<file path="src/rtl/mapper_ram_bridge.sv">
// mapper_ram_bridge
//   Bridges single-byte CPU cycles that target mapper RAM onto a simple
//   req/ack memory port. A one-entry read buffer (tag + byte) answers a
//   repeat read of the same address without touching memory. Accesses that
//   are never acknowledged are abandoned after TIMEOUT cycles.
//
// Ports
//   clk, reset_n          system clock, asynchronous active-low reset
//   req_i, ram_cs_i       one-cycle start strobe, mapper RAM select
//   rnw_i, addr_i, wdata_i  direction (1 = read), byte address, write data
//   rdata_o, rdata_valid_o  read data (held) and one-cycle completion pulse
//   wait_o                CPU wait request
//   mem_req_o, mem_we_o, mem_addr_o, mem_wdata_o   memory request side
//   mem_ack_i, mem_rdata_i                         memory completion side
//   err_timeout_o, err_overrun_o, err_clr_i        sticky error flags / clear
module mapper_ram_bridge #(
    parameter int AW      = 27,
    parameter int TIMEOUT = 255
) (
    input  logic          clk,
    input  logic          reset_n,
    input  logic          req_i,
    input  logic          ram_cs_i,
    input  logic          rnw_i,
    input  logic [AW-1:0] addr_i,
    input  logic [7:0]    wdata_i,
    output logic [7:0]    rdata_o,
    output logic          rdata_valid_o,
    output logic          wait_o,
    output logic          mem_req_o,
    output logic          mem_we_o,
    output logic [AW-1:0] mem_addr_o,
    output logic [7:0]    mem_wdata_o,
    input  logic          mem_ack_i,
    input  logic [7:0]    mem_rdata_i,
    output logic          err_timeout_o,
    output logic          err_overrun_o,
    input  logic          err_clr_i
);

    typedef enum logic [1:0] {
        IDLE  = 2'd0,
        ISSUE = 2'd1,
        RESP  = 2'd2
    } state_t;

    // Counter value seen in the last ISSUE cycle before giving up; an ack in
    // that same cycle still completes normally.
    localparam logic [7:0] CNT_LAST = 8'(TIMEOUT - 1);
    localparam logic [7:0] CNT_MAX  = 8'(TIMEOUT);

    state_t        state, state_nx;
    logic          rnw_q;
    logic [7:0]    cnt;
    logic          buf_valid;
    logic [AW-1:0] buf_tag;
    logic [7:0]    buf_data;

    logic          accept;
    logic          overrun;
    logic          hit;
    logic          done_ack;
    logic          done_to;
    logic          tag_match_wr;

    always_comb begin
        accept       = req_i && ram_cs_i && (state == IDLE);
        overrun      = req_i && ram_cs_i && (state != IDLE);
        hit          = rnw_i && buf_valid && (buf_tag == addr_i);
        done_ack     = (state == ISSUE) && mem_ack_i;
        done_to      = (state == ISSUE) && !mem_ack_i && (cnt == CNT_LAST);
        tag_match_wr = buf_valid && (buf_tag == mem_addr_o);
    end

    always_comb begin
        state_nx = state;
        case (state)
            IDLE:    if (accept) state_nx = hit ? RESP : ISSUE;
            ISSUE:   if (done_ack || done_to) state_nx = RESP;
            RESP:    state_nx = IDLE;
            default: state_nx = IDLE;
        endcase
    end

    always_comb begin
        mem_req_o     = (state == ISSUE);
        mem_we_o      = (state == ISSUE) && !rnw_q;
        rdata_valid_o = (state == RESP) && rnw_q;
        // Gated by reset_n so a strobe seen while reset is held cannot
        // raise a wait request.
        wait_o        = reset_n &&
                        (((state == IDLE) && req_i && ram_cs_i) || (state != IDLE));
    end

    always_ff @(posedge clk or negedge reset_n) begin
        if (!reset_n) begin
            state <= IDLE;
        end else begin
            state <= state_nx;
        end
    end

    // Request latch, read data and timeout counter.
    always_ff @(posedge clk or negedge reset_n) begin
        if (!reset_n) begin
            mem_addr_o  <= '0;
            mem_wdata_o <= '0;
            rnw_q       <= 1'b1;
            rdata_o     <= 8'hFF;
            cnt         <= '0;
        end else begin
            if (accept) begin
                mem_addr_o  <= addr_i;
                mem_wdata_o <= wdata_i;
                rnw_q       <= rnw_i;
                cnt         <= '0;
                if (hit) begin
                    rdata_o <= buf_data;
                end
            end else if ((state == ISSUE) && !mem_ack_i && (cnt != CNT_MAX)) begin
                cnt <= cnt + 8'd1;
            end

            if (done_ack && rnw_q) begin
                rdata_o <= mem_rdata_i;
            end else if (done_to && rnw_q) begin
                rdata_o <= 8'hFF;
            end
        end
    end

    // One-entry read buffer; timed-out accesses never touch it.
    always_ff @(posedge clk or negedge reset_n) begin
        if (!reset_n) begin
            buf_valid <= 1'b0;
            buf_tag   <= '0;
            buf_data  <= '0;
        end else if (done_ack) begin
            if (rnw_q) begin
                buf_valid <= 1'b1;
                buf_tag   <= mem_addr_o;
                buf_data  <= mem_rdata_i;
            end else if (tag_match_wr) begin
                buf_data  <= mem_wdata_o;
            end
        end
    end

    // Sticky flags: a set event in the same cycle as err_clr_i wins.
    always_ff @(posedge clk or negedge reset_n) begin
        if (!reset_n) begin
            err_timeout_o <= 1'b0;
            err_overrun_o <= 1'b0;
        end else begin
            err_timeout_o <= done_to || (err_timeout_o && !err_clr_i);
            err_overrun_o <= overrun || (err_overrun_o && !err_clr_i);
        end
    end

endmodule

</file>
<file path="config.mk">
export PLATFORM = sky130hd
export DESIGN_NAME = mapper_ram_bridge
export DESIGN_NICKNAME = d
export VERILOG_FILES = /design/src/rtl/mapper_ram_bridge.sv
export SDC_FILE = /design/constraint.sdc
export NUM_CORES = 1
export LEC_CHECK = 0
export ABC_AREA = 1
export BUFFER_PORTS_ARGS = -buffer_cell sky130_fd_sc_hd__buf_2
export CORE_ASPECT_RATIO = 1.75
export CORE_MARGIN = 3
export CORE_UTILIZATION = 60
export CTS_CLUSTER_SIZE = 20
export DETAILED_ROUTE_END_ITERATION = 8
export PLACE_DENSITY = 0.92
export SETUP_SLACK_MARGIN = 0.5
export SYNTH_ARGS = -nofsm -noshare
export SYNTH_HDL_FRONTEND = slang
export SYNTH_SLANG_ARGS = --single-unit
</file>
<file path="constraint.sdc">
create_clock -name clk -period 2.59 [get_ports clk]
set_clock_uncertainty 0.2 [all_clocks]
set_input_delay 0.259 -clock clk [delete_from_list [all_inputs] [get_ports clk]]
set_output_delay 0.259 -clock clk [all_outputs]
set_load 0.01 [all_outputs]
</file>
; ---- Word level (Yosys, flattened, before mapping)
; Cells that the tools add are included.
[totals]
output_inout_bits = 49
register_bits = 92
wordCells = 68
[classes]
addsub = 1
n_eq_ne = 8
reduce_logical = 36
n_mux = 12
[op_table]
columns = cell, count
row1 = 2-to-1 mux 8 bit, 8
row2 = == test 27 bit, 2
row3 = logical AND 1 bit, 19
row4 = "adder 8 x 1 -> 8 bit, second input constant", 1
row5 = "== test 8 bit, second input constant", 1
row6 = "inequality test 8 bit, second input constant", 1
row7 = AND reduction 2 bit, 4
row8 = 2-to-1 mux 2 bit, 3
row9 = nonzero test 2 bit, 3
row10 = nonzero test 3 bit, 2
row11 = logical OR 1 bit, 4
row12 = one-hot mux 2 bit (2 select lines), 1
row13 = logical NOT 1 bit, 3
row14 = "== test 2 x 1 -> 1 bit, second input constant", 1
row15 = "== test 2 bit, second input constant", 1
row16 = logical NOT 2 bit, 1
row17 = "inequality test 2 x 1 -> 1 bit, second input constant", 1
row18 = "inequality test 2 bit, second input constant", 1

; ---- Depth between registers and ports, before layout
[logic_depth]
ltp_word = 6
depth_mapped = 12
ltp_nobuf = 12

; ---- Worst setup path after synthesis
; Ideal clock, no wire load.
[synth_timing]
path_kind = register to register
startpoint = reg cnt[0]
endpoint = reg cnt[7]
period_less_slack_ns = 1.628
stages_incl_launch_ff = 12
path_buffers = 0
path_slack_ns = 0.962
arrival_time_ns = 1.309
setup_ns = 0.119
cell_sequence = dfrtp_1 > ha_1 > inv_1 > nor2_1 > nand2_1 > nand2_2 > inv_1 > nand3_1 > nor2_1 > nand3_1 > nand2_1 > nor2_1
[synth_via]
elab_chain_len = 3
elab_cells_between_ends = 6
cone_classes = add/sub: 1 / eq/ne: 1 / mux: 2 / reduce/logical: 2
[synth_rtl]
columns = item, line_no
row1 = start: declaration, 54  ; logic [7:0] cnt;
row2 = start signal: assignment, 121  ; cnt <= cnt + 8'd1;
row3 = adder 8 x 1 -> 8 bit / inequality test 8 bit (equally long branches), "121, 120"
row4 = 2-to-1 mux 8 bit / logical AND 1 bit (equally long branches), 120  ; end else if ((state == ISSUE) && !mem_ack_i && (cnt != CNT_MAX)) begin
row5 = 2-to-1 mux 8 bit / nonzero test 2 bit (equally long branches), --
; Parallel ways exist; a longest one is shown, timed or not. The select of a mux whose other input is x is not followed.
; A chain may end at the register's enable or synchronous reset.

; ---- Worst setup path after layout
[layout_timing]
startpoint = reg rnw_q
endpoint = reg buf_tag[12]
[layout_via]
elab_chain_len = 1
[layout_rtl]
columns = item, line_no
row1 = start: declaration, 53  ; logic rnw_q;
row2 = start signal: assignment, 115  ; rnw_q <= rnw_i;
row3 = AND reduction 2 bit (no source line), --
row4 = end signal: assignment, 141  ; buf_tag <= mem_addr_o;
row5 = end: declaration, 56  ; logic [AW-1:0] buf_tag;
; No other way between the ends.

==> run_results.csv <==
group,metric,value,unit
status,outcome,"complete, no violations",
worst_setup_path,reg2reg_depth,4,
pwr,p_leak,3.39,nW
worst_hold_path,hold_depth,3,
clocking,cts_root_buffer,"clkbuf_16",
place,gp_congestion,0.954,
timing,worst_slew_pin_slew,499,ps
detailed_routing,drt_iter0_markers,521,
floorplan,die_h,127,µm
detailed_routing,vias,5108,
global_routing,grt_max_degree,93,
yosys,yosysTopAreaCell,"dfrtp_1",
finish,design_area,6340,µm²
detailed_routing,dr.pass1.iters,6,
timing,setup_viol_count_final,0,
clocking,clock_sinks,92,
yosys,yosysUniqueCellTypes,34,
finish,drive_above_1_share,20.2,%
finish,fin_cells,932,
timing,report.final.slew_viol_count,0,
clocking,cts_tree,"done",
yosys,syn_area_per_cell,7.17,µm²
global_routing,antenna_found_initial,1,
worst_setup_path,criticalPathCategory,"reg2reg",
place,port-buffer-count,98,
clocking,cts.path.max_buffers,2,
timing,holdWs,8.66,ps
floorplan,start_util,62.4,%
worst_hold_path,hp-class,"in2reg",
pwr,vdd_drop_max,0.627,mV
floorplan,core,8070,µm²
yosys,ys_ff_latch,92,
detailed_routing,routed_wl,14700,µm
yosys,yosysWarnings,0,
timing,min_period_over_period,76.4,%
detailed_routing,ant_nets,0,
worst_setup_path,crit_required,2600,ps
yosys,ys_seq_area_share,45.9,%
timing,rsz0062_at_grt,"false",
pwr,power_density,1100,nW/µm²
finish,fill_cells,534,
detailed_routing,route.detailed.drc,0,
yosys,synth.area.top_cells,"dfrtp_1 41%, nand2_1 19%, o21ai_0 7.6%, inv_1 7.5%, dfstp_2 4.7%",
floorplan,dieArea,9570,µm²
detailed_routing,wire_per_inst,15.8,µm
yosys,synth_area,5040,µm²
floorplan,ios,99,
place,dp_hpwl,9820,µm
clocking,htreeDepth,3,
worst_setup_path,cp-start-kind,"flip-flop",
place,dp_cells,878,
timing,fmax,506,MHz
clocking,clkLatencyLatePin,350,ps
floorplan,die_x,75.3,µm
yosys,syn-num-nets,755,
worst_setup_path,path_max_fanout,53,
global_routing,grtUsageTotal,32.4,%
floorplan,placementRows,43,
place,place_area,5610,µm²
timing,final.setup.tns,0,ps
finish,area_growth_syn_to_layout,25.9,%
finish,layout.nets,888,
timing,maxSlewHeadroom,66.7,%
clocking,path_clk_slew,70,ps
yosys,synth_top_area_share,41.2,%
pwr,total_power,6.98,mW
worst_setup_path,end_kind,"flip-flop",
detailed_routing,vias_per_cell,5.48,
global_routing,grt_overflow_total,0,
global_routing,grt_pass1_wl,23500,µm
worst_setup_path,crit_arrival,1980,ps
yosys,syn-instance-count,703,
timing,hold_violations,0,
timing,min_period,1980,ps
clocking,cts_made_buffers,9,
global_routing,grt_pass1_vias,5191,
run,drv_cap,0,
-- registers in the layout, indices dropped and copies added (netlist names) --
signal,count
rdata_o,8
mem_addr_o,27
err_overrun_o,1
buf_data,8
err_timeout_o,1
cnt,8
buf_tag,27
mem_wdata_o,8
rnw_q,1
state,2
buf_valid,1
-- cell usage in the layout, fill, tap and decap left out, drive strengths merged --
master	synthesis	layout
buf	10	103
diode	0	1
inv	113	115
o21bai	1	1
clkinv	2	3
nand3	28	28
xnor2	7	7
o21ai	80	80
bufinv	0	2
dlygate4sd3	0	37
a21oi	20	20
clkinvlp	0	2
nor3	3	3
nor2	59	59
clkbuf	8	9
nand2	258	258
nand3b	1	1
a21boi	1	1
ha	2	2
nand4	11	11
o22ai	4	4
mux2	1	1
xor2	2	2
dfrtp	83	83
dfstp	9	9
-- cells in the mapped netlist, drive strengths merged --
library cell,number
nand2,258
inv,113
dfrtp,83
o21ai,80
nor2,59
nand3,28
a21oi,20
nand4,11
buf,10
dfstp,9
clkbuf,8
xnor2,7
o22ai,4
nor3,3
clkinv,2
ha,2
xor2,2
a21boi,1
mux2,1
nand3b,1
o21bai,1
-- stage by stage --
| stage | util, % | setup WS (ps) |
|---|---|---|
| 2_1_floorplan | - | 962 |
| 3_3_place_gp | 69.5 | 684 |
| 3_5_place_dp | 69.5 | 603 |
| 4_1_cts | 78.1 | 539 |
| 5_1_grt | 78.6 | 503 |
| 6_report | 78.6 | 612 |
-- worst max-delay path, cell delays in order (launching register included) --
cell	delay, ps
dfstp_2	800
nand2_4	220
buf_4	340
nand2_1	140
o21ai_0	110
-- report_power, final --
group / leakage (nW) / switching [mW] / total (mW) / internal [mW]
Sequential: 1.14 / 0.587 / 2.65 / 2.06
Clock: 0.152 / 0.590 / 1.44 / 0.851
Combinational: 2.09 / 1.81 / 2.89 / 1.08
-- final timing paths --
check	from	to	slack, ps
hold reg to reg	rdata_o[0]$_DFFE_PN1P_	rdata_o[0]$_DFFE_PN1P_	290
hold / removal	addr_i[21]	mem_addr_o[21]$_DFFE_PN0P_	9
max in group asynchronous	reset_n	rdata_o[1]$_DFFE_PN1P_	1470
min in group asynchronous	reset_n	cnt[0]$_DFFE_PN0P_	300
setup / recovery	rnw_q$_DFFE_PN1P_	buf_tag[12]$_DFFE_PN0P_	610
setup reg to reg	rnw_q$_DFFE_PN1P_	buf_tag[12]$_DFFE_PN0P_	610
-- layout make-up --
class,count,area (µm²),area share [%]
multi-input combinational,478,2230,35.2
tap,90,113,1.78
antenna,1,2.50,0.0394
clock inverter,7,97.6,1.54
inverter,115,432,6.80
sequential,92,2310,36.5
clock buffer,9,225,3.55
timing repair buffer,140,926,14.6
-- routing by layer --
| layer | GRT usage (%) | share of wire, % | vias up |
|---|---|---|---|
| met4 | 22.1 | 7.5 | 0 |
| met3 | 6.30 | 5.2 | 84 |
| met5 | 0 | 0 | - |
| li1 | - | - | 2423 |
| met1 | 34.7 | 36 | 2348 |
| met2 | 55.1 | 52 | 253 |
-- what timing repair did --
item / in CTS / in global routing
endpoints found under the hold margin: 120 / 0
setup endpoints to repair: 0 / 35
hold buffers: 37 / 0
gates resized for setup: 0 / 6
buffers inserted: 0 / 0
-- logic make-up (layout without fill, tap and decap cells) --
family	after synthesis	count (layout)	synth area share (%)
simple gates	360	360	30.3
buf+inv	133	271	10.5
compound gates	106	106	11.0
flops	92	92	45.9
xor+xnor	9	9	1.56
fa+ha+maj	2	2	0.497
mux	1	1	0.224
other cells	0	1	0
Power figures use the tool's default switching activity.
